## config.mk

```make
export PLATFORM = sky130hd
export DESIGN_NAME = palindrome_gen_flat
export DESIGN_NICKNAME = d
export VERILOG_FILES = /design/src/rtl/palindrome_pkg.sv /design/src/rtl/palindrome_gen_if.sv /design/src/rtl/palindrome_mirror.sv /design/src/rtl/palindrome_gen.sv /design/src/flat_wrapper.sv
export SDC_FILE = /design/constraint.sdc
export NUM_CORES = 1
export LEC_CHECK = 0
export BUFFER_PORTS_ARGS = -buffer_cell sky130_fd_sc_hd__buf_2
export CAP_MARGIN = 20
export CORE_UTILIZATION = 48
export CTS_CLUSTER_SIZE = 28
export DETAILED_ROUTE_END_ITERATION = 8
export PLACE_DENSITY_LB_ADDON = 0.25
export SLEW_MARGIN = 20
export SYNTH_ARGS = -nofsm -noshare
export SYNTH_HDL_FRONTEND = slang
export SYNTH_SLANG_ARGS = --single-unit
```

## constraint.sdc

```tcl
create_clock -name clk -period 1.6 [get_ports clk]
set_clock_uncertainty 0.1 [all_clocks]
set_input_delay 0.24 -clock clk [delete_from_list [all_inputs] [get_ports clk]]
set_output_delay 0.24 -clock clk [all_outputs]
set_load 0.01 [all_outputs]
```

## src/rtl/palindrome_pkg.sv

```systemverilog
// Shared definitions for the palindrome generator and its checker benches.
//   state_t  : generator FSM states (IDLE, SEND)
//   half_w() : seed width for a given palindrome width, (width+1)/2
//   mirror() : reference palindrome builder. The seed is LSB-aligned in a
//              MAX_W-bit vector and the result is LSB-aligned as well.
package palindrome_pkg;

  typedef enum logic [0:0] {
    IDLE = 1'b0,
    SEND = 1'b1
  } state_t;

  localparam int MAX_W = 64;

  function automatic int half_w(input int width);
    return (width + 1) / 2;
  endfunction

  // The seed fills the upper half of the word. Each lower bit then copies
  // the bit it faces across the centre. Bits at or above width stay zero.
  function automatic logic [MAX_W-1:0] mirror(input logic [MAX_W-1:0] seed,
                                              input int width);
    logic [MAX_W-1:0] p;
    int h;
    p = '0;
    h = half_w(width);
    for (int i = 0; i < MAX_W; i++) begin
      if (i < h) p[width-h+i] = seed[i];
    end
    for (int i = 0; i < MAX_W; i++) begin
      if (i < width - h) p[i] = p[width-1-i];
    end
    return p;
  endfunction

endpackage

```

## src/rtl/palindrome_gen_if.sv

```systemverilog
// Seed-in / serial-out bus of the palindrome generator.
//   din, din_valid, din_ready          : seed handshake (HALF_W-bit seed)
//   dout, dout_valid, dout_ready       : serial bit handshake, MSB first
//   dout_last                          : current bit is the final bit, P[0]
//   dout_word                          : full palindrome of the word in flight
// The slave modport is the generator. The master modport is its environment.
interface palindrome_gen_if #(
  parameter int DATA_WIDTH = 32
) ();
  localparam int HALF_W = palindrome_pkg::half_w(DATA_WIDTH);

  logic [HALF_W-1:0]     din;
  logic                  din_valid;
  logic                  din_ready;
  logic                  dout;
  logic                  dout_valid;
  logic                  dout_ready;
  logic                  dout_last;
  logic [DATA_WIDTH-1:0] dout_word;

  modport slave (
    input  din, din_valid, dout_ready,
    output din_ready, dout, dout_valid, dout_last, dout_word
  );

  modport master (
    output din, din_valid, dout_ready,
    input  din_ready, dout, dout_valid, dout_last, dout_word
  );
endinterface

```

## src/rtl/palindrome_mirror.sv

```systemverilog
// Combinational palindrome builder.
//   seed : HALF_W-bit seed. It becomes the upper HALF_W bits of the word.
//   word : DATA_WIDTH-bit palindrome. For odd widths the middle bit is seed[0].
module palindrome_mirror
  import palindrome_pkg::*;
#(
  parameter int DATA_WIDTH = 32,
  localparam int HALF_W    = half_w(DATA_WIDTH)
) (
  input  logic [HALF_W-1:0]     seed,
  output logic [DATA_WIDTH-1:0] word
);

  localparam int LOW_W = DATA_WIDTH - HALF_W;

  // The lower bits take the seed in reversed order, so word[0] = seed[MSB].
  for (genvar i = 0; i < DATA_WIDTH; i++) begin : g_bit
    if (i >= LOW_W) begin : g_upper
      assign word[i] = seed[i-LOW_W];
    end else begin : g_lower
      assign word[i] = seed[HALF_W-1-i];
    end
  end

endmodule

```

## src/rtl/palindrome_gen.sv

```systemverilog
// Bit-serial palindrome generator.
// It accepts a half-width seed, builds the DATA_WIDTH-bit palindrome and
// shifts it out MSB first under valid/ready flow control. The full word is
// presented in parallel on dout_word until the next load.
//   clk   : rising-edge clock
//   reset : synchronous, active-high. It abandons any word in flight.
//   bus   : palindrome_gen_if.slave (seed handshake in, serial stream out)
// A seed offered on the cycle the last bit transfers is loaded at once, so
// consecutive words stream with no bubble.
module palindrome_gen
  import palindrome_pkg::*;
#(
  parameter int DATA_WIDTH = 32
) (
  input  logic             clk,
  input  logic             reset,
  palindrome_gen_if.slave  bus
);

  localparam int CNT_W = (DATA_WIDTH > 1) ? $clog2(DATA_WIDTH) : 1;
  localparam logic [CNT_W-1:0] CNT_TOP = CNT_W'(DATA_WIDTH - 1);

  state_t                state;
  logic [DATA_WIDTH-1:0] shreg;
  logic [DATA_WIDTH-1:0] word_q;
  logic [DATA_WIDTH-1:0] word_next;
  logic [CNT_W-1:0]      cnt;
  logic                  at_last;
  logic                  xfer;
  logic                  load;

  palindrome_mirror #(
    .DATA_WIDTH (DATA_WIDTH)
  ) u_mirror (
    .seed (bus.din),
    .word (word_next)
  );

  assign at_last        = (cnt == '0);
  assign bus.dout_valid = (state == SEND);
  assign bus.dout_last  = bus.dout_valid & at_last;
  assign bus.dout       = shreg[DATA_WIDTH-1];
  assign bus.dout_word  = word_q;

  // Ready opens on the last transfer as well as in IDLE. This is what
  // allows back-to-back words.
  assign xfer          = bus.dout_valid & bus.dout_ready;
  assign bus.din_ready = (state == IDLE) | (xfer & at_last);
  assign load          = bus.din_valid & bus.din_ready;

  always_ff @(posedge clk) begin
    if (reset) begin
      state  <= IDLE;
      shreg  <= '0;
      word_q <= '0;
      cnt    <= '0;
    end else if (load) begin
      state  <= SEND;
      shreg  <= word_next;
      word_q <= word_next;
      cnt    <= CNT_TOP;
    end else if (xfer) begin
      if (at_last) begin
        state <= IDLE;
      end else begin
        shreg <= {shreg[DATA_WIDTH-2:0], 1'b0};
        cnt   <= cnt - 1'b1;
      end
    end
  end

endmodule

```

## src/flat_wrapper.sv

```systemverilog
// flat-port wrapper written by rule: the top's interface ports become plain ports
module palindrome_gen_flat import palindrome_pkg::*;
#(
  parameter int DATA_WIDTH = 32
)
  (clk, reset, bus_din, bus_din_valid, bus_dout_ready, bus_din_ready, bus_dout, bus_dout_valid, bus_dout_last, bus_dout_word);
  palindrome_gen_if #(.DATA_WIDTH(DATA_WIDTH)) bus_i ();
  input  logic clk;
  input  logic reset;
  input wire logic [$bits(bus_i.din)-1:0] bus_din;
  input wire logic [$bits(bus_i.din_valid)-1:0] bus_din_valid;
  input wire logic [$bits(bus_i.dout_ready)-1:0] bus_dout_ready;
  output wire logic [$bits(bus_i.din_ready)-1:0] bus_din_ready;
  output wire logic [$bits(bus_i.dout)-1:0] bus_dout;
  output wire logic [$bits(bus_i.dout_valid)-1:0] bus_dout_valid;
  output wire logic [$bits(bus_i.dout_last)-1:0] bus_dout_last;
  output wire logic [$bits(bus_i.dout_word)-1:0] bus_dout_word;
  assign bus_i.din = bus_din;
  assign bus_i.din_valid = bus_din_valid;
  assign bus_i.dout_ready = bus_dout_ready;
  assign bus_din_ready = bus_i.din_ready;
  assign bus_dout = bus_i.dout;
  assign bus_dout_valid = bus_i.dout_valid;
  assign bus_dout_last = bus_i.dout_last;
  assign bus_dout_word = bus_i.dout_word;
  palindrome_gen #(.DATA_WIDTH(DATA_WIDTH)) u_core (.clk(clk), .reset(reset), .bus(bus_i));
endmodule
```

==> key figures <==
Synthesis
  – Syn. warnings: 0
  – Post-Syn Area: 2370 sq um
  – Unique cell type count in the Yosys netlist: 34
  – Post-Synthesis Cells: 286
  – Ys async rst share: 0%
  – Syn nets: between 300 and 400
  – Synth Register Bits: between 50 and 60
  – Seq/Total Area, Yosys: between 40% and 50%
  – Synth Flop Type: dfxtp_1
  – EDFF count, synth: 0
  – Avg Synthesized Cell Area: about 8.3 sq um

Floorplanning
  – Initial Util: between 50% and 60%
  – Core area: approximately 4700 sq um
  – Die Ht: 72.2 um
  – DIE WIDTH: a little over 70 um
  – Die area: about 5200 sq um
  – Row cnt: 25
  – I/O pins: 56

Timing
  – Final Setup Violations: 53
  – Max-slew headroom: a little over 80%
  – Final hold vios: 0
  – WHS: roughly 0.074 ns
  – Slew Viols, Final: 0
  – Final Cycle Share: 115%
  – Setup TNS: -7.34 ns
  – Tightest Pin Transition: ~0.3 ns
  – RSZ-0062 raised after global routing: true
  – Tmin final: about 1.8 ns
  – Setup ws final: -0.236 ns
  – F_max: around 540 MHz

Finish
  – Fin area: 3450 sq um
  – Layout cell share with drive strength beyond 1: between 50% and 60%
  – FF+latch area: approximately 1100 sq um
  – Synth-to-Final Area Change: 45.7%
  – Multi-input gate area: roughly 1400 sq um
  – Most frequent cells in the layout: nand2_1, buf_2, dfxtp_1
  – Utilization after layout: about three quarters
  – Final #Nets: about 370
  – Fill cells: between 300 and 400
  – Antenna diodes: 0

GRT
  – Initial antenna violation count: 0
  – Congestion Overflow GR: 0
  – Vias in the first global route: around 1.8k
  – First-pass GRT wire length: about 8900 um
  – Largest net degree at the start of global routing: 40
  – Total track usage: 21.6%

Detailed routing
  – Drt first pass iters: 4
  – Number of nets with antenna violations after routing: 0
  – WL/cell: ~15 um
  – Drt total wl: between 6000 and 7000 um
  – DR vias: 2,232
  – Vias per cell: about 5.3
  – Drt initial violations: 206
  – Residual DRC: 0

Clock network
  – CTS Buf Count: 5
  – H-tree levels: 2
  – Cts hold-fix bufs: 0
  – CTS tree: built
  – Clk Latency, worst-skew pair: 0.31 ns
  – Clock Tree Root: clkbuf_8
  – CTS Sinks: 54
  – Clock Path Buffers: 2
  – Clock-pin slew on the worst setup and hold paths: about 0.10 ns

Critical path
  – Worst Path Max Fanout: 8
  – Critical path class: reg -> reg
  – Worst setup SP type: register
  – CP arrival: around 2.0 ns
  – Worst setup EP type: register
  – Data required, critical path: between 1.5 and 2 ns

Run status
  – Status: complete, but fails checks
  – Failing checks: setup timing

Place
  – GPL Wtd Cong: around 0.85
  – Dpl cell area: around 2800 sq um
  – Final HPWL DP: 3620 um
  – IO Port Bufs: 55

Flow run
  – MaxCap Viol Count: 0

Power
  – Power Total: 3.42 mW
  – Worst IR Drop VDD: approximately 0.00037 V
  – PD cells: 993 nW/um^2
  – Static leakage: about 1.5 nW

Hold path
  – Hold Path Class: in -> reg
## stage by stage
step                std cells  setup WS [ns]
detailed placement        399         -0.103
global route              418         -0.297
finish                    418         -0.236
CTS                       410         -0.160
floorplan                 286        -0.0191
global placement          399        -0.0544
## final timing paths
check | start | to | slack (ns) | cells past startpoint
max | u_core.cnt[1] | u_core.shreg[12] | -0.24 | 7
max reg2reg | u_core.cnt[1] | u_core.shreg[12] | -0.24 | 7
min | bus_din[7] | u_core.bus.dout_word[23] | 0.07 | 3
min reg2reg | u_core.bus.dout_word[23] | u_core.bus.dout_word[23] | 0.36 | 2
## kinds of logic after synthesis
family,after synthesis,synth area share (%)
compound gates,75,20.2
fa+ha+maj,1,0.528
simple gates,114,20.9
mux,1,0.423
flops,54,45.7
buf+inv,39,11.6
xor+xnor,2,0.740
## cell type report
class / count / area share (%)
Timing Repair Buffer: 93 / 22.0
Clock inverter: 2 / 1.09
Sequential cell: 54 / 31.5
Inverter: 3 / 0.327
Clock buffer: 6 / 2.10
Tap cell: 67 / 2.43
Multi-Input combinational cell: 193 / 40.6
## routing by layer
layer	GRT usage [%]	up-vias	share of wire, %
li1	-	1083	-
met1	32.7	1070	47
met2	30.8	69	48
met3	4.58	10	4.2
met4	6.32	0	1.2
met5	0	-	0
## flip-flops by register name, indices dropped and copies added (netlist names)
signal and count:
u_core.bus.dout_valid 1, u_core.shreg 32, u_core.bus.dout_word 16, u_core.cnt 5
## report_power, final
part | total (mW) | switching, mW | internal [mW]
sequential | 1.59 | 0.119 | 1.47
combinational | 0.913 | 0.448 | 0.465
clock | 0.919 | 0.451 | 0.467
total | 3.42 | 1.02 | 2.41
## cells in the mapped netlist (all sizes together) (2+ instances only)
master	number	area, sq um
or3	2	12.5
a21oi	24	128
nand2	96	360
dfxtp	54	1080
buf	32	248
inv	3	11.3
xnor2	2	17.5
clkbuf	4	15.0
nor2	5	18.8
a31oi	31	200
o21bai	15	113
nand3	2	22.5
## critical path, stage by stage, from the launching register on
cell,delay [ns]
dfxtp_2,0.34
inv_2,0.07
ha_4,0.15
or4b_4,0.49
nand3_4,0.17
clkbuf_16,0.22
nand2_4,0.05
a31oi_1,0.16
## timing repair
item | in CTS | in global routing
setup buffers | 2 | 6
endpoints found under the setup margin | 50 | 53
pin swaps | 30 | 65
gates resized for setup | 25 | 77
gates cloned | 1 | 4
Note: power is estimated with default switching activity, not from simulation.
